## src/rtl/fp_pkg.sv

```systemverilog
// rtl/fp_pkg.sv - shared binary32 constants, field struct and divider FSM states
package fp_pkg;

    localparam int          FP_BIAS    = 127;
    localparam int          FP_EXP_MAX = 255;
    localparam logic [31:0] FP_QNAN    = 32'h7FC00000;

    typedef struct packed {
        logic        sign;
        logic [7:0]  exp;
        logic [22:0] frac;
    } fp32_t;

    typedef enum logic [1:0] {
        IDLE,
        DIVIDE,
        NORMALISE,
        DONE
    } fp_div_state_e;

endpackage

```

## src/rtl/fp_special_classifier.sv

```systemverilog
// rtl/fp_special_classifier.sv - unpacks divider operands and flags zero/inf/NaN shortcuts
// FP_DIVIDER_SPECIALS_EN adds exponent-255 (inf/NaN) classification
module fp_special_classifier
    import fp_pkg::*;
(
    input  logic [31:0] a,
    input  logic [31:0] b,
    output logic        sign,
    output logic [23:0] sig_a,
    output logic [23:0] sig_b,
    output logic        is_special,
    output logic [31:0] special_result
);

    fp32_t fa;
    fp32_t fb;
    logic  a_zero;
    logic  b_zero;
    logic [31:0] inf_result;
    logic [31:0] zero_result;

    assign fa          = fp32_t'(a);
    assign fb          = fp32_t'(b);
    assign sign        = fa.sign ^ fb.sign;
    assign sig_a       = {1'b1, fa.frac};
    assign sig_b       = {1'b1, fb.frac};
    assign a_zero      = (fa.exp == 8'd0);
    assign b_zero      = (fb.exp == 8'd0);
    assign inf_result  = {sign, 8'(FP_EXP_MAX), 23'd0};
    assign zero_result = {sign, 31'd0};

`ifdef FP_DIVIDER_SPECIALS_EN
    logic a_max;
    logic b_max;
    logic a_nan;
    logic b_nan;

    assign a_max = (fa.exp == 8'(FP_EXP_MAX));
    assign b_max = (fb.exp == 8'(FP_EXP_MAX));
    assign a_nan = a_max && (fa.frac != 23'd0);
    assign b_nan = b_max && (fb.frac != 23'd0);

    always_comb begin
        is_special     = 1'b1;
        special_result = FP_QNAN;
        if (a_nan || b_nan || (a_zero && b_zero) || (a_max && b_max)) begin
            special_result = FP_QNAN;
        end else if (b_zero) begin
            special_result = inf_result;
        end else if (a_zero) begin
            special_result = zero_result;
        end else if (a_max) begin
            special_result = inf_result;
        end else if (b_max) begin
            special_result = zero_result;
        end else begin
            is_special     = 1'b0;
            special_result = '0;
        end
    end
`else
    // A zero divisor wins over a zero dividend, so 0/0 yields infinity here.
    always_comb begin
        is_special     = 1'b0;
        special_result = '0;
        if (b_zero) begin
            is_special     = 1'b1;
            special_result = inf_result;
        end else if (a_zero) begin
            is_special     = 1'b1;
            special_result = zero_result;
        end
    end
`endif

endmodule

```

## src/rtl/floating_point_divider.sv

```systemverilog
// rtl/floating_point_divider.sv - iterative binary32 divider, restoring, truncating, FTZ
// FP_DIVIDER_SPECIALS_EN (in fp_special_classifier) enables inf/NaN handling
module floating_point_divider
    import fp_pkg::*;
(
    input  logic        clk,
    input  logic        rst_n,
    input  logic        in_valid,
    output logic        in_ready,
    input  logic [31:0] a,
    input  logic [31:0] b,
    output logic        out_valid,
    input  logic        out_ready,
    output logic [31:0] out
);

    fp_div_state_e state;
    fp_div_state_e next_state;

    logic               sign_q;
    logic signed [9:0]  exp_q;
    logic [23:0]        mb_q;
    logic [24:0]        rem_q;
    logic [24:0]        quo_q;
    logic [4:0]         cnt_q;

    logic               op_sign;
    logic [23:0]        op_sig_a;
    logic [23:0]        op_sig_b;
    logic               is_special;
    logic [31:0]        special_result;
    logic               accept;

    logic               q_bit;
    logic [23:0]        rem_sub;
    logic signed [9:0]  exp_norm;
    logic [22:0]        frac_norm;
    logic [31:0]        norm_result;

    fp_special_classifier u_special (
        .a              (a),
        .b              (b),
        .sign           (op_sign),
        .sig_a          (op_sig_a),
        .sig_b          (op_sig_b),
        .is_special     (is_special),
        .special_result (special_result)
    );

    assign accept = in_valid && in_ready;

    always_comb begin
        next_state = state;
        case (state)
            IDLE:      if (accept) next_state = is_special ? DONE : DIVIDE;
            DIVIDE:    if (cnt_q == 5'd0) next_state = NORMALISE;
            NORMALISE: next_state = DONE;
            DONE:      if (out_ready) next_state = IDLE;
            default:   next_state = IDLE;
        endcase
    end

    // The remainder stays below the divisor after each step, so 24 bits hold it.
    always_comb begin
        q_bit   = (rem_q >= {1'b0, mb_q});
        rem_sub = q_bit ? 24'(rem_q - {1'b0, mb_q}) : rem_q[23:0];
        if (quo_q[24]) begin
            frac_norm = quo_q[23:1];
            exp_norm  = exp_q;
        end else begin
            frac_norm = quo_q[22:0];
            exp_norm  = exp_q - 10'sd1;
        end
        if (exp_norm >= $signed(10'(FP_EXP_MAX))) begin
            norm_result = {sign_q, 8'(FP_EXP_MAX), 23'd0};
        end else if (exp_norm <= 10'sd0) begin
            norm_result = {sign_q, 31'd0};
        end else begin
            norm_result = {sign_q, exp_norm[7:0], frac_norm};
        end
    end

    // Quotient bits shift in MSB-first, landing q[24] at the top after 25 steps.
    always_ff @(posedge clk) begin
        if (!rst_n) begin
            state     <= IDLE;
            in_ready  <= 1'b0;
            out_valid <= 1'b0;
            out       <= '0;
            sign_q    <= 1'b0;
            exp_q     <= '0;
            mb_q      <= '0;
            rem_q     <= '0;
            quo_q     <= '0;
            cnt_q     <= '0;
        end else begin
            state     <= next_state;
            in_ready  <= (next_state == IDLE);
            out_valid <= (next_state == DONE);
            case (state)
                IDLE: begin
                    if (accept) begin
                        sign_q <= op_sign;
                        exp_q  <= $signed({2'b00, a[30:23]}) - $signed({2'b00, b[30:23]})
                                  + $signed(10'(FP_BIAS));
                        mb_q   <= op_sig_b;
                        rem_q  <= {1'b0, op_sig_a};
                        quo_q  <= '0;
                        cnt_q  <= 5'd24;
                        if (is_special) out <= special_result;
                    end
                end
                DIVIDE: begin
                    rem_q <= {rem_sub, 1'b0};
                    quo_q <= {quo_q[23:0], q_bit};
                    cnt_q <= cnt_q - 5'd1;
                end
                NORMALISE: out <= norm_result;
                default: ;
            endcase
        end
    end

endmodule

```

## config.mk

```make
export PLATFORM = sky130hd
export DESIGN_NAME = floating_point_divider
export DESIGN_NICKNAME = d
export VERILOG_FILES = /design/src/rtl/fp_pkg.sv /design/src/rtl/fp_special_classifier.sv /design/src/rtl/floating_point_divider.sv
export SDC_FILE = /design/constraint.sdc
export NUM_CORES = 1
export LEC_CHECK = 0
export CORE_MARGIN = 2
export CORE_UTILIZATION = 60
export DETAILED_ROUTE_END_ITERATION = 12
export GPL_ROUTABILITY_DRIVEN = 0
export PLACE_DENSITY = 0.82
export SLEW_MARGIN = 10
export SYNTH_ARGS = -nofsm -noshare
export SYNTH_HDL_FRONTEND = slang
export SYNTH_SLANG_ARGS = --single-unit
```

## constraint.sdc

```tcl
create_clock -name clk -period 5.34 [get_ports clk]
set_input_delay 0.801 -clock clk [delete_from_list [all_inputs] [get_ports clk]]
set_output_delay 0.801 -clock clk [all_outputs]
set_load 0.005 [all_outputs]
```

==> impl_metrics.csv, run 1 <==
group,metric,value,unit
run_status,status,"finished clean",
routing,vias_per_cell,5.828,
floorplanning,num_io_pins,102,
timing,slew_viol_final,0,
synth,ys_types,71,
placement,place_area,8344,um^2
synth,ys_seq_area_share,34.47,%
floorplanning,start_util,61.17,%
cts,h-tree-depth,4,
timing,finalSetupTns,0,ps
power_and_ir_drop,p_leak,0.003338,uW
cts,clkTransAtPathRegs,60,ps
floorplanning,dieArea,13090,um^2
timing,finalCriticalPeriod,3332,ps
synth,async_flop_share,0,%
synth,ys_seq_elements,126,
cts,cts_buffers,17,
routing,drt_pass1_iterations,5,
worst_setup_path,cp.arrival,3690,ps
global_routing,track_usage,27.15,%
routing,num_vias,6848,
synth,syn_inst,944,
finish,drive_gt1_share,7.782,%
placement,dp_hpwl,11.74,mm
synth,synth_edf_count,0,
power_and_ir_drop,ir_worst_vdd,0.0005414,V
placement,io_buffers,101,
synth,synth_top_area_share,34.47,%
floorplanning,coreArea,11960,um^2
synth,synth_top_area_cell,"dfxtp_1",
synth,syn_nets,1049,
finish,syn_to_final_growth,22.09,%
timing,worst_slack,2008,ps
cts,cts_root_buffer,"clkbuf_16",
synth,synth.cells.most_frequent,"nand2_1, dfxtp_1, a21oi_1",
cts,cts_resized,0,
synth,yosysMostFrequentCell,"nand2_1",
cts,hold_buffers,0,
global_routing,grt_max_degree,80,
cts,worstSkewPairLatency,430,ps
timing,finalHoldViolCount,0,
synth,netlist_area,7317,um^2
routing,drc,0,
power_and_ir_drop,powerDensity,666.3,nW/um^2
global_routing,grt_remaining_overflow,0,
cts,clock-sinks,126,
floorplanning,die_y,114.4,um
routing,wl_per_cell,14.61,um
timing,tightest_slew,839.9,ps
worst_setup_path,cp.required,5700,ps
routing,drt_wl_total,17.17,mm
worst_setup_path,worstSetupPathType,"reg2reg",
routing,first_iter_violations,494,
timing,setup_viol,0,
global_routing,grt_antenna_before_repair,0,
finish,final_nets,1120,
synth,yosys_warnings,0,
finish,fin_area,8934,um^2
timing,skew,7.412,ps
finish,layoutNonFillerInstCount,1175,
global_routing,grt_pass1_vias,6378,
worst_setup_path,critPathCaptureType,"flip-flop",
synth,netlist_top_cells_area,"dfxtp_1, nand2_1, a21oi_1",
routing,ant_nets,0,
cts,clock_path_buffers,2,
run,maxCapViolations,0,
cts,cts_tree,"built",
timing,slew_headroom,43.93,%
timing,finalCritPeriodShare,62.39,%
finish,nFillCells,954,
synth,ys.flop_type,"dfxtp_1",
worst_setup_path,critical_path.max_fanout,19,
placement,dp_slack,1834,ps
hold_path,hold_class,"reg2reg",
global_routing,grt_pass1_wl,28.88,mm
placement,dp_cells,1143,
floorplanning,rows,40,
worst_setup_path,cp-start-kind,"flip-flop",
timing,rsz0062_at_grt,"false",
floorplanning,die_w,114.4,um
finish,antenna_cells,0,
synth,avgSynthCellArea,7.751,um^2
cts,post_cts_buffers,0,
timing,max_freq,300.2,MHz
[state kept, by name, indices dropped and copies added (netlist names)]
name and cells:
cnt_q 5, exp_q 10, in_ready 1, mb_q 24, out 32, out_valid 1, quo_q 25, rem_q 25
sign_q 1, state 2
[per-stage QoR]
step | hold WS [ps] | total power (uW) | utilization, %
2_1_floorplan | 436.3 | 4081 | -
3_3_place_gp | 437.4 | 4691 | 69.76
3_5_place_dp | 444.6 | 4744 | 69.76
4_1_cts | 455.6 | 5929 | 74.69
5_1_grt | 472.5 | 6400 | 74.69
6_report | 452.3 | 5953 | 74.69
[cell usage in the layout, fill, tap and decap left out, types with 35 or more instances in the layout]
cell             synthesis  routed
clkdlybuf4s50_1          0     101
ha_1                    35      35
nand3_1                 54      54
o21ai_0                 39      39
nor2_1                  56      56
a21oi_1                100     100
dfxtp_1                126     126
nand2_1                172     172
mux2i_1                 41      41
inv_1                   49      48
[power breakdown]
group / switching [uW] / internal, uW / leakage, uW / total [uW]
clock network: 454 / 695 / 0.000286 / 1150
registers: 166 / 1130 / 0.00102 / 1300
logic: 2030 / 1480 / 0.00203 / 3500
[layout make-up]
cell class	count	area [um^2]	area share, %
sequential	126	2522	28.24
inverter	49	183.9	2.059
tap	147	183.9	2.059
multi-input combinational	712	4383	49.06
timing repair buffer	109	1071	11.99
clock inverter	14	160.2	1.793
clock buffer	18	429.2	4.804
[routing by layer]
layer / up-vias / GRT usage, % / wire length [um]
met4: 0 / 9.675 / 261
li1: 3452 / - / -
met3: 21 / 5.294 / 837
met1: 3185 / 33.42 / 7615
met2: 190 / 47.18 / 8454
met5: - / 0 / 0
[worst paths after layout]
kind,start,end,slack [ps],cells after the start
max,mb_q[5],rem_q[2],2010,11
min,mb_q[5],mb_q[5],450,2
max reg2reg,mb_q[5],rem_q[2],2010,11
min reg2reg,mb_q[5],mb_q[5],450,2
[cell families after synthesis]
logic type,Yosys count,share of synthesized area (%)
xor gates and xnor gates,36,4.309
adders and majority gates,37,6.532
DFF,126,34.47
AOI/OAI and AO/OA,236,20.49
muxes,44,6.070
buffers and inverters,106,5.900
and+or+nand+nor,359,22.23
[worst max-delay path, stage by stage, from the launching register on]
cell      delay [ps]
dfxtp_1          320
inv_1             50
ha_1             390
nand4_1          210
nor3_1           220
o31ai_1          110
a31oi_1          380
a21boi_1         210
o21ai_2          460
buf_4            400
mux2_2           370
a21oi_1          140
Power figures use the tool's default switching activity.
==> inputs of run 2 (changes only) <==
--- a/config.mk
+++ b/config.mk
@@ -6,10 +6,10 @@
 export NUM_CORES = 1
 export LEC_CHECK = 0
 export CORE_MARGIN = 2
-export CORE_UTILIZATION = 60
+export CORE_UTILIZATION = 50
 export DETAILED_ROUTE_END_ITERATION = 12
 export GPL_ROUTABILITY_DRIVEN = 0
-export PLACE_DENSITY = 0.82
+export PLACE_DENSITY = 0.73
 export SLEW_MARGIN = 10
 export SYNTH_ARGS = -nofsm -noshare
 export SYNTH_HDL_FRONTEND = slang
==> constraint.sdc (replaced) <==
create_clock -name clk -period 2.8 [get_ports clk]
set_input_delay 0.42 -clock clk [delete_from_list [all_inputs] [get_ports clk]]
set_output_delay 0.42 -clock clk [all_outputs]
set_load 0.005 [all_outputs]
==> run 2 against run 1 <==
Net effect: first-iteration DRC count down 13%; sequential power up 89%; sequential share of layout area down 1.2 points.
==> impl_metrics.csv, run 2 (synthesis gave the netlist of run 1 again) <==
group,metric,value,unit
routing,first_iter_violations,429,
placement,dp_cells,1214,
global_routing,grt_pass1_vias,6351,
power_and_ir_drop,ir_worst_vdd,0.0007175,V
timing,slew_viol_final,0,
timing,setup_viol,0,
global_routing,grt_max_degree,43,
global_routing,grt_pass1_wl,29.86,mm
worst_setup_path,cp.arrival,3020,ps
timing,finalCritPeriodShare,95.15,%
finish,seqCellArea,2522,um^2
timing,max_freq,375.4,MHz
routing,vias_per_cell,5.459,
finish,largest_reg_flops,32,
floorplanning,dieArea,15620,um^2
global_routing,track_usage,22.82,%
routing,drc,0,
worst_setup_path,critical_path.max_fanout,6,
worst_setup_path,cp_common_cell,"o21ai_0",
placement,place_area,8683,um^2
timing,finalCriticalPeriod,2664,ps
finish,final_cell_mix,"nand2_1, dfxtp_1, clkdlybuf4s50_1",
worst_setup_path,slowest_delay,570,ps
run_status,status,"finished clean",
finish,multi_input_area,4441,um^2
placement,dp_hpwl,12.75,mm
power_and_ir_drop,powerDensity,1269,nW/um^2
worst_setup_path,critPathSlowestCell,"or4_1",
cts,cts_root_buffer,"clkbuf_16",
floorplanning,start_util,50.73,%
cts,cts_tree,"built",
cts,clock-sinks,126,
worst_setup_path,critical_path.top_delay_family,"simple AND/OR/NAND/NOR gates",
timing,finalHoldViolCount,0,
worst_setup_path,crit_buf_inv,2,
timing,slew_headroom,58.58,%
worst_setup_path,cp-start-kind,"flip-flop",
finish,post-route-util,64.63,%
worst_setup_path,worstSetupPathType,"reg2reg",
finish,top_regs,"out x32, quo_q x25, rem_q x25",
finish,final_nets,1157,
floorplanning,rows,44,
floorplanning,num_io_pins,102,
cts,hold_buffers,0,
cts,cts_buffers,17,
cts,clock_path_buffers,2,
finish,fin_area,9321,um^2
worst_setup_path,worstPathCellList,"inv_1 -> ha_2 -> nand4_1 -> or4_1 -> o21ai_0 -> o21ai_0 -> o21ai_2 -> buf_4 -> mux2_2 -> a21oi_1",
timing,skew,5.329,ps
timing,tightest_slew,621.4,ps
finish,antenna_cells,0,
finish,top_register,"out",
power_and_ir_drop,p_leak,0.003503,uW
floorplanning,die_w,125.0,um
routing,num_vias,6818,
routing,drt_pass1_iterations,5,
hold_path,hold_class,"reg2reg",
routing,drt_wl_total,17.54,mm
worst_setup_path,critPathCaptureType,"flip-flop",
routing,ant_nets,0,
routing,wl_per_cell,14.04,um
floorplanning,die_y,125.0,um
cts,clkTransAtPathRegs,60,ps
cts,h-tree-depth,4,
run,maxCapViolations,0,
global_routing,grt_remaining_overflow,0,
floorplanning,coreArea,14420,um^2
cts,worstSkewPairLatency,420,ps
finish,drive_gt1_share,11.92,%
placement,io_buffers,101,
worst_setup_path,cp.required,3150,ps
finish,layout_commonest_cell,"nand2_1",
finish,syn_to_final_growth,27.39,%
finish,nFillCells,1308,
timing,rsz0062_at_grt,"true",
global_routing,grt_antenna_before_repair,0,
finish,layoutNonFillerInstCount,1249,
[run 2: what timing repair did]
action | in CTS | in global routing
gates resized for setup | 0 | 15
buffers inserted | 0 | 3
setup endpoints to repair | 0 | 18
[run 2: layout make-up]
class	count	share of cell area (%)
Clock buffer	20	4.792
Clock inverter	12	1.195
Inverter	49	1.973
Multi-Input combinational cell	712	47.64
Sequential cell	126	27.06
Tap cell	184	2.470
Timing Repair Buffer	146	14.87
[run 2: final timing paths]
| path | start | end | slack [ps] | depth (start not counted) |
|---|---|---|---|---|
| max reg2reg | mb_q[11] | rem_q[1] | 140 | 10 |
| max | mb_q[11] | rem_q[1] | 140 | 10 |
| min reg2reg | out[6] | out[6] | 450 | 2 |
| min | out[6] | out[6] | 450 | 2 |
[run 2: worst reg2reg max path, stage by stage (launching register included)]
cell and delay [ps]:
dfxtp_1 330, inv_1 70, ha_2 390, nand4_1 170
or4_1 570, o21ai_0 160, o21ai_0 110, o21ai_2 130
buf_4 190, mux2_2 330, a21oi_1 140
[run 2: power by group]
part           total (uW)  internal [uW]  switching (uW)
combinational        7290           3370            3910
clock                2080           1250             838
sequential           2460           2160             303
[run 2: metrics by stage]
| step | setup TNS [ps] | total power [uW] | hold WS [ps] | setup WS [ps] |
|---|---|---|---|---|
| 5_1_grt | -16.18 | 12750 | 468.7 | -16.18 |
| 3_3_place_gp | -463.4 | 9389 | 435.9 | -193.6 |
| 4_1_cts | 0 | 11600 | 455.1 | 69.81 |
| 6_report | 0 | 11830 | 450.7 | 135.9 |
| 2_1_floorplan | 0 | 7783 | 436.3 | 315.7 |
| 3_5_place_dp | -760.9 | 9464 | 440.8 | -272.8 |
[run 2: routing by layer]
layer  up-vias  share of wire, %  track usage [%]
li1       3514                 -                -
met1      3143                47            29.91
met2       144                48            38.27
met3        17               3.4            4.236
met4         0               1.2            7.190
met5         -                 0                0
